### config.mk
export PLATFORM = sky130hd
export DESIGN_NAME = cam_ctrl
export DESIGN_NICKNAME = d
export VERILOG_FILES = /design/src/rtl/cam_pkg.sv /design/src/rtl/cam_free_enc.sv /design/src/rtl/cam_ctrl.sv
export SDC_FILE = /design/constraint.sdc
export NUM_CORES = 1
export LEC_CHECK = 0
export ABC_AREA = 1
export CAP_MARGIN = 20
export CORE_ASPECT_RATIO = 0.9
export CORE_MARGIN = 8
export CORE_UTILIZATION = 60
export CTS_CLUSTER_SIZE = 40
export DETAILED_ROUTE_END_ITERATION = 16
export PLACE_DENSITY_LB_ADDON = 0.15
export SLEW_MARGIN = 10
export SYNTH_ARGS = -nofsm -noshare
export SYNTH_HDL_FRONTEND = slang
export SYNTH_HIERARCHICAL = 1
export SYNTH_SLANG_ARGS = --single-unit
### constraint.sdc
create_clock -name clk -period 4 [get_ports clk]
set_clock_uncertainty 0.1 [all_clocks]
set_input_delay 0.8 -clock clk [delete_from_list [all_inputs] [get_ports clk]]
set_output_delay 0.8 -clock clk [all_outputs]
set_load 0.05 [all_outputs]
### src/rtl/cam_pkg.sv
// Shared encodings and sizing for the cam request sequencer and its cam.
// Latency: n/a (types and constants only).
// Backpressure: n/a.
package cam_pkg;

  localparam int          NB_MEM      = 14;     // cam entries
  localparam int          SIZE_ADDR   = 4;      // index bits actually used
  localparam int          ADDR_W      = 5;      // cam address / response index width
  localparam int          KEY_W       = 8;      // key width
  localparam int          CNT_W       = 5;      // occupancy counter width (0..NB_MEM)
  localparam logic [7:0]  INVALID_KEY = 8'hFF;  // marks an empty slot

  typedef enum logic [1:0] {
    OP_LOOKUP = 2'b00,
    OP_INSERT = 2'b01,
    OP_DELETE = 2'b10,
    OP_FLUSH  = 2'b11
  } op_e;

  typedef enum logic [2:0] {
    ST_INIT   = 3'd0,
    ST_IDLE   = 3'd1,
    ST_SEARCH = 3'd2,
    ST_RESULT = 3'd3,
    ST_WRITE  = 3'd4,
    ST_RESP   = 3'd5
  } state_e;

endpackage

### src/rtl/cam_free_enc.sv
// Lowest-free-slot finder over the occupancy map.
// Latency: combinational.
// Backpressure: none.
//   valid_map in  NB_MEM     occupancy bit per slot
//   free_idx  out SIZE_ADDR  lowest slot whose bit is 0 (0 when full)
//   full      out 1          every slot occupied
module cam_free_enc
  import cam_pkg::*;
(
  input  logic [NB_MEM-1:0]    valid_map,
  output logic [SIZE_ADDR-1:0] free_idx,
  output logic                 full
);

  // Scan from the top down so the last hit written is the lowest free slot.
  always_comb begin
    free_idx = '0;
    full     = 1'b1;
    for (int i = NB_MEM - 1; i >= 0; i--) begin
      if (!valid_map[i]) begin
        free_idx = SIZE_ADDR'(i);
        full     = 1'b0;
      end
    end
  end

endmodule

### src/rtl/cam_ctrl.sv
// Request sequencer for the cam: turns LOOKUP/INSERT/DELETE/FLUSH requests into cam search/write cycles.
// Latency: lookup rsp 2 cycles after accept, writing ops 3, reserved key 1, flush after the full re-init sweep.
// Backpressure: one request in flight; req_ready only in IDLE, response held until rsp_ready.
//   clk, rst_n                     clock, async active-low reset
//   req_valid/req_ready/op/key     request channel
//   rsp_valid/rsp_ready/hit/err/idx response channel
//   count                          occupied slots
//   cam_write/enable/addr/data     cam drive side; cam_out/cam_found cam result side
module cam_ctrl
  import cam_pkg::*;
(
  input  logic              clk,
  input  logic              rst_n,
  input  logic              req_valid,
  output logic              req_ready,
  input  logic [1:0]        req_op,
  input  logic [KEY_W-1:0]  req_key,
  output logic              rsp_valid,
  input  logic              rsp_ready,
  output logic              rsp_hit,
  output logic              rsp_err,
  output logic [ADDR_W-1:0] rsp_idx,
  output logic [CNT_W-1:0]  count,
  output logic              cam_write,
  output logic              cam_enable,
  output logic [ADDR_W-1:0] cam_addr,
  output logic [KEY_W-1:0]  cam_data,
  input  logic [ADDR_W-1:0] cam_out,
  input  logic              cam_found
);

  // All outputs are registered from the next-state decode so they are 0 while
  // reset is held and change only on clock edges.
  state_e              r_state,     w_state;
  op_e                 r_op,        w_op;
  logic [KEY_W-1:0]    r_key,       w_key;
  logic                r_bad_key,   w_bad_key;
  logic                r_flush,     w_flush;
  logic [CNT_W-1:0]    r_init_cnt,  w_init_cnt;
  logic [NB_MEM-1:0]   r_valid,     w_valid;
  logic [CNT_W-1:0]    r_count,     w_count;
  logic                r_req_ready, w_req_ready;
  logic                r_rsp_valid, w_rsp_valid;
  logic                r_rsp_hit,   w_rsp_hit;
  logic                r_rsp_err,   w_rsp_err;
  logic [ADDR_W-1:0]   r_rsp_idx,   w_rsp_idx;
  logic                r_cam_write, w_cam_write;
  logic                r_cam_en,    w_cam_en;
  logic [ADDR_W-1:0]   r_cam_addr,  w_cam_addr;
  logic [KEY_W-1:0]    r_cam_data,  w_cam_data;

  logic [SIZE_ADDR-1:0] w_free_idx;
  logic                 w_full;
  logic [ADDR_W-1:0]    w_hit_idx;
  logic                 w_unused;

  // Upper cam index bit is always 0 for a 14-entry cam.
  assign w_unused  = cam_out[ADDR_W-1];
  assign w_hit_idx = {1'b0, cam_out[SIZE_ADDR-1:0]};

  cam_free_enc u_free_enc (
    .valid_map (r_valid),
    .free_idx  (w_free_idx),
    .full      (w_full)
  );

  always_comb begin
    w_state     = r_state;
    w_op        = r_op;
    w_key       = r_key;
    w_bad_key   = r_bad_key;
    w_flush     = r_flush;
    w_init_cnt  = r_init_cnt;
    w_valid     = r_valid;
    w_count     = r_count;
    w_req_ready = 1'b0;
    w_rsp_valid = 1'b0;
    w_rsp_hit   = r_rsp_hit;
    w_rsp_err   = r_rsp_err;
    w_rsp_idx   = r_rsp_idx;
    w_cam_write = 1'b0;
    w_cam_en    = 1'b0;
    w_cam_addr  = r_cam_addr;
    w_cam_data  = r_cam_data;

    case (r_state)
      ST_INIT: begin
        // r_init_cnt is the next address to clear; the sweep ends once all are issued.
        if (r_init_cnt == CNT_W'(NB_MEM)) begin
          if (r_flush) begin
            w_state     = ST_RESP;
            w_flush     = 1'b0;
            w_rsp_valid = 1'b1;
            w_rsp_hit   = 1'b0;
            w_rsp_err   = 1'b0;
            w_rsp_idx   = '0;
          end else begin
            w_state     = ST_IDLE;
            w_req_ready = 1'b1;
          end
        end else begin
          w_cam_write = 1'b1;
          w_cam_addr  = r_init_cnt;
          w_cam_data  = INVALID_KEY;
          w_init_cnt  = r_init_cnt + CNT_W'(1);
        end
      end

      ST_IDLE: begin
        w_req_ready = 1'b1;
        if (req_valid && r_req_ready) begin
          w_req_ready = 1'b0;
          w_op        = op_e'(req_op);
          w_key       = req_key;
          w_bad_key   = 1'b0;
          if (req_op == OP_FLUSH) begin
            w_state    = ST_INIT;
            w_init_cnt = '0;
            w_valid    = '0;
            w_count    = '0;
            w_flush    = 1'b1;
          end else if (req_key == INVALID_KEY) begin
            // Pass through RESULT without touching the cam so the error
            // response appears one cycle after accept.
            w_state   = ST_RESULT;
            w_bad_key = 1'b1;
          end else begin
            w_state    = ST_SEARCH;
            w_cam_en   = 1'b1;
            w_cam_data = req_key;
          end
        end
      end

      ST_SEARCH: begin
        w_state = ST_RESULT;
      end

      ST_RESULT: begin
        w_state     = ST_RESP;
        w_rsp_valid = 1'b1;
        w_rsp_hit   = 1'b0;
        w_rsp_err   = 1'b0;
        w_rsp_idx   = '0;
        if (r_bad_key) begin
          w_rsp_err = 1'b1;
        end else begin
          case (r_op)
            OP_LOOKUP: begin
              if (cam_found) begin
                w_rsp_hit = 1'b1;
                w_rsp_idx = w_hit_idx;
              end
            end
            OP_INSERT: begin
              if (cam_found) begin
                w_rsp_hit = 1'b1;
                w_rsp_idx = w_hit_idx;
              end else if (w_full) begin
                w_rsp_err = 1'b1;
              end else begin
                w_state     = ST_WRITE;
                w_rsp_valid = 1'b0;
                w_cam_write = 1'b1;
                w_cam_addr  = {1'b0, w_free_idx};
                w_cam_data  = r_key;
                w_rsp_idx   = {1'b0, w_free_idx};
              end
            end
            OP_DELETE: begin
              if (cam_found) begin
                w_state     = ST_WRITE;
                w_rsp_valid = 1'b0;
                w_rsp_hit   = 1'b1;
                w_rsp_idx   = w_hit_idx;
                w_cam_write = 1'b1;
                w_cam_addr  = w_hit_idx;
                w_cam_data  = INVALID_KEY;
              end
            end
            default: ;
          endcase
        end
      end

      ST_WRITE: begin
        // The slot being written is still held on r_cam_addr.
        w_state     = ST_RESP;
        w_rsp_valid = 1'b1;
        if (r_op == OP_INSERT) begin
          w_valid[r_cam_addr[SIZE_ADDR-1:0]] = 1'b1;
          w_count = r_count + CNT_W'(1);
        end else begin
          w_valid[r_cam_addr[SIZE_ADDR-1:0]] = 1'b0;
          if (r_count != '0) begin
            w_count = r_count - CNT_W'(1);
          end
        end
      end

      ST_RESP: begin
        w_rsp_valid = 1'b1;
        if (rsp_ready) begin
          w_rsp_valid = 1'b0;
          w_state     = ST_IDLE;
          w_req_ready = 1'b1;
        end
      end

      default: begin
        w_state    = ST_INIT;
        w_init_cnt = '0;
      end
    endcase
  end

  always_ff @(posedge clk or negedge rst_n) begin
    if (!rst_n) begin
      r_state     <= ST_INIT;
      r_op        <= OP_LOOKUP;
      r_key       <= '0;
      r_bad_key   <= 1'b0;
      r_flush     <= 1'b0;
      r_init_cnt  <= '0;
      r_valid     <= '0;
      r_count     <= '0;
      r_req_ready <= 1'b0;
      r_rsp_valid <= 1'b0;
      r_rsp_hit   <= 1'b0;
      r_rsp_err   <= 1'b0;
      r_rsp_idx   <= '0;
      r_cam_write <= 1'b0;
      r_cam_en    <= 1'b0;
      r_cam_addr  <= '0;
      r_cam_data  <= '0;
    end else begin
      r_state     <= w_state;
      r_op        <= w_op;
      r_key       <= w_key;
      r_bad_key   <= w_bad_key;
      r_flush     <= w_flush;
      r_init_cnt  <= w_init_cnt;
      r_valid     <= w_valid;
      r_count     <= w_count;
      r_req_ready <= w_req_ready;
      r_rsp_valid <= w_rsp_valid;
      r_rsp_hit   <= w_rsp_hit;
      r_rsp_err   <= w_rsp_err;
      r_rsp_idx   <= w_rsp_idx;
      r_cam_write <= w_cam_write;
      r_cam_en    <= w_cam_en;
      r_cam_addr  <= w_cam_addr;
      r_cam_data  <= w_cam_data;
    end
  end

  assign req_ready  = r_req_ready;
  assign rsp_valid  = r_rsp_valid;
  assign rsp_hit    = r_rsp_hit;
  assign rsp_err    = r_rsp_err;
  assign rsp_idx    = r_rsp_idx;
  assign count      = r_count;
  assign cam_write  = r_cam_write;
  assign cam_enable = r_cam_en;
  assign cam_addr   = r_cam_addr;
  assign cam_data   = r_cam_data;

endmodule

==> impl_metrics.ini <==
[status]
status = finished clean

[logic_synthesis]
syn_area_um2 = 3710
synthCells = 509
synth_edf_count = 0
async_flop_share_pct = 100
syn-num-nets = 542
synthDistinctLibCells = 41
ys_ff_latch = 62
syn_area_per_cell_um2 = 7.30
yosysSeqAreaShare_pct = 41.8
yosys_warnings = 6
ys.flop_type = dfrtp_1

[grt]
grt_pass1_wl_mm = 16.1
grt_max_degree = 49
groute.usage.overall_pct = 22.1
antenna_found_initial = 0
gr-total-overflow = 0
grt_pass1_vias = 3433

[clock_tree]
clk_latency_ps = 350
cts_hold_buf = 0
path_clk_slew_ps = 70
cts_made_buffers = 9
h-tree-depth = 3
cts_setup_buffers = 0
cts.sinks = 62
cts_tree = yes
cts-root-buf = clkbuf_8
post_cts_resized = 0
cts_buffer_depth = 2

[floorplan]
start_util_pct = 61.4
core-area_um2 = 6050
fp.dieW_um = 98.9
dieArea_um2 = 8970
die_y_um = 90.6
ios = 49
placementRows = 27

[routing]
drc_errors = 0
drtPass1Iterations = 5
drt_wl_total_mm = 9.30
first_iter_violations = 239
drt-wirelength-per-cell_um = 14.7
vias_per_cell = 5.67
dr_total_vias = 3596
drtAntennaViolNets = 0

[place]
place_hpwl_mm = 6.69
place.port_buffers = 46
place.gp.congestion = 0.846
dp.cells = 617

[worst_setup_path]
r2r-start = r_valid[5]
path_buf_inv = 1
worstPathCellList = clkdlybuf4s50_1
cp_max_fo = 7
rrSetupSlack_ps = 1550
timing.rr.end = cam_addr[3]
slowest_delay_ps = 860
end_kind = output port
worstPathArrival_ps = 1710
reg2reg_depth = 10
critPathLaunchType = register
critical_path_class = register to output port
cp.required_ps = 3100
critical_path.top_delay_family = buffers and inverters
cpMaxStageDelayCell = clkdlybuf4s50_1

[sta]
hold_viol = 0
fin_crit_ps = 2610
setup-tns-final_ps = 0
maxSlewViolCount = 0
setup_viol = 0
tightest_slew_ps = 876
max_slew_margin_pct = 41.5
rsz0062_at_grt = no
max_clock_freq_ghz = 0.383
finalCritPeriodShare_pct = 65.3

[final_layout]
drive_above_1_share_pct = 7.30
instances_no_fill = 634
final_net_count = 590
final_cell_mix = nand2_1 (160), dfrtp_1 (62), nor2_1 (52)
n_fill_cell = 471
final_common_cell = nand2_1
n_antenna_cell = 0
syn_to_final_growth_pct = 19.4

[worst_hold_path]
hp-class = input port to async pin

[power]
finalPower_mw = 3.77
cellPowerDensity_nw_per_um2 = 849
ir_worst_vdd_uv = 531
leakagePower_nw = 2.13

[run]
drv_cap = 0
kinds of logic after synthesis:
group / after synthesis / share of synthesized area, %
buffers and inverters: 66 / 7.41
xor gates and xnor gates: 4 / 0.944
DFF: 62 / 41.8
adders and majority gates: 13 / 4.38
and+or+nand+nor: 276 / 32.0
AOI/OAI and AO/OA: 87 / 13.3
other: 1 / 0.101
power breakdown:
part	switching, mW	internal [mW]
sequential	0.229	0.869
clock	0.247	0.366
combinational	1.39	0.661
Yosys cell counts, types with 2 or more instances:
cell	instances	area [µm²]
a21boi_0	2	15.0
a21oi_1	21	105
a31o_2	2	17.5
a31oi_1	3	18.8
a32oi_1	4	35.0
buf_2	4	20.0
buf_4	2	15.0
buf_6	2	22.5
clkbuf_1	3	11.3
dfrtp_1	62	1550
ha_1	13	163
inv_1	50	188
inv_2	5	18.8
nand2_1	160	601
nand2_2	3	18.8
nand3_1	37	185
nand3_2	2	20.0
nor2_1	52	195
nor2_2	3	18.8
nor2_4	3	33.8
nor3_1	7	35.0
o21ai_0	34	170
o21ai_1	10	50.1
o31ai_1	6	45.0
xor2_1	3	26.3
stage by stage:
step	hold slack, ps	instance area (µm²)	utilization (%)	worst slack, ps
after CTS	374	4410	73.0	1400
after detailed placement	358	4200	69.4	1350
after floorplan	354	3710	-	1860
after global placement	354	4200	69.4	1410
after global routing	300	4430	73.3	1370
final	282	4430	73.3	1390
worst max-delay path by stage:
stage | startpoint | cells past startpoint | slack [ps] | end
finish | cam_addr[3] | 1 | 1390 | cam_addr[3]
floorplan | r_op[1] | 13 | 1860 | count[3]
global placement | cam_found | 8 | 1410 | cam_addr[0]
detailed placement | cam_found | 8 | 1350 | cam_addr[3]
CTS | cam_addr[3] | 1 | 1400 | cam_addr[3]
global route | cam_addr[2] | 1 | 1370 | cam_addr[2]
state kept, by name, indices dropped and copies added (netlist names), 2 cells and up:
signal	cells
r_state	3
rsp_idx	4
cam_data	8
r_op	2
r_key	8
count	5
cam_addr	5
r_init_cnt	5
r_valid	14
cell type report:
class | instances | area [µm²] | share of cell area [%]
sequential | 62 | 1550 | 35.0
clock buffer | 12 | 145 | 3.27
timing repair buffer | 48 | 483 | 10.9
multi-input combinational | 381 | 1890 | 42.6
inverter | 55 | 206 | 4.66
clock inverter | 4 | 70.1 | 1.58
tap | 72 | 90.1 | 2.03
per-layer routing:
layer | part of all wire, % | up-vias | global-route usage, %
met3 | 6.9 | 19 | 6.78
met2 | 48 | 135 | 35.3
met1 | 44 | 1693 | 27.4
li1 | - | 1749 | -
met5 | 0 | - | 0
met4 | 1.6 | 0 | 7.92
Note: power is estimated with default switching activity, not from simulation.
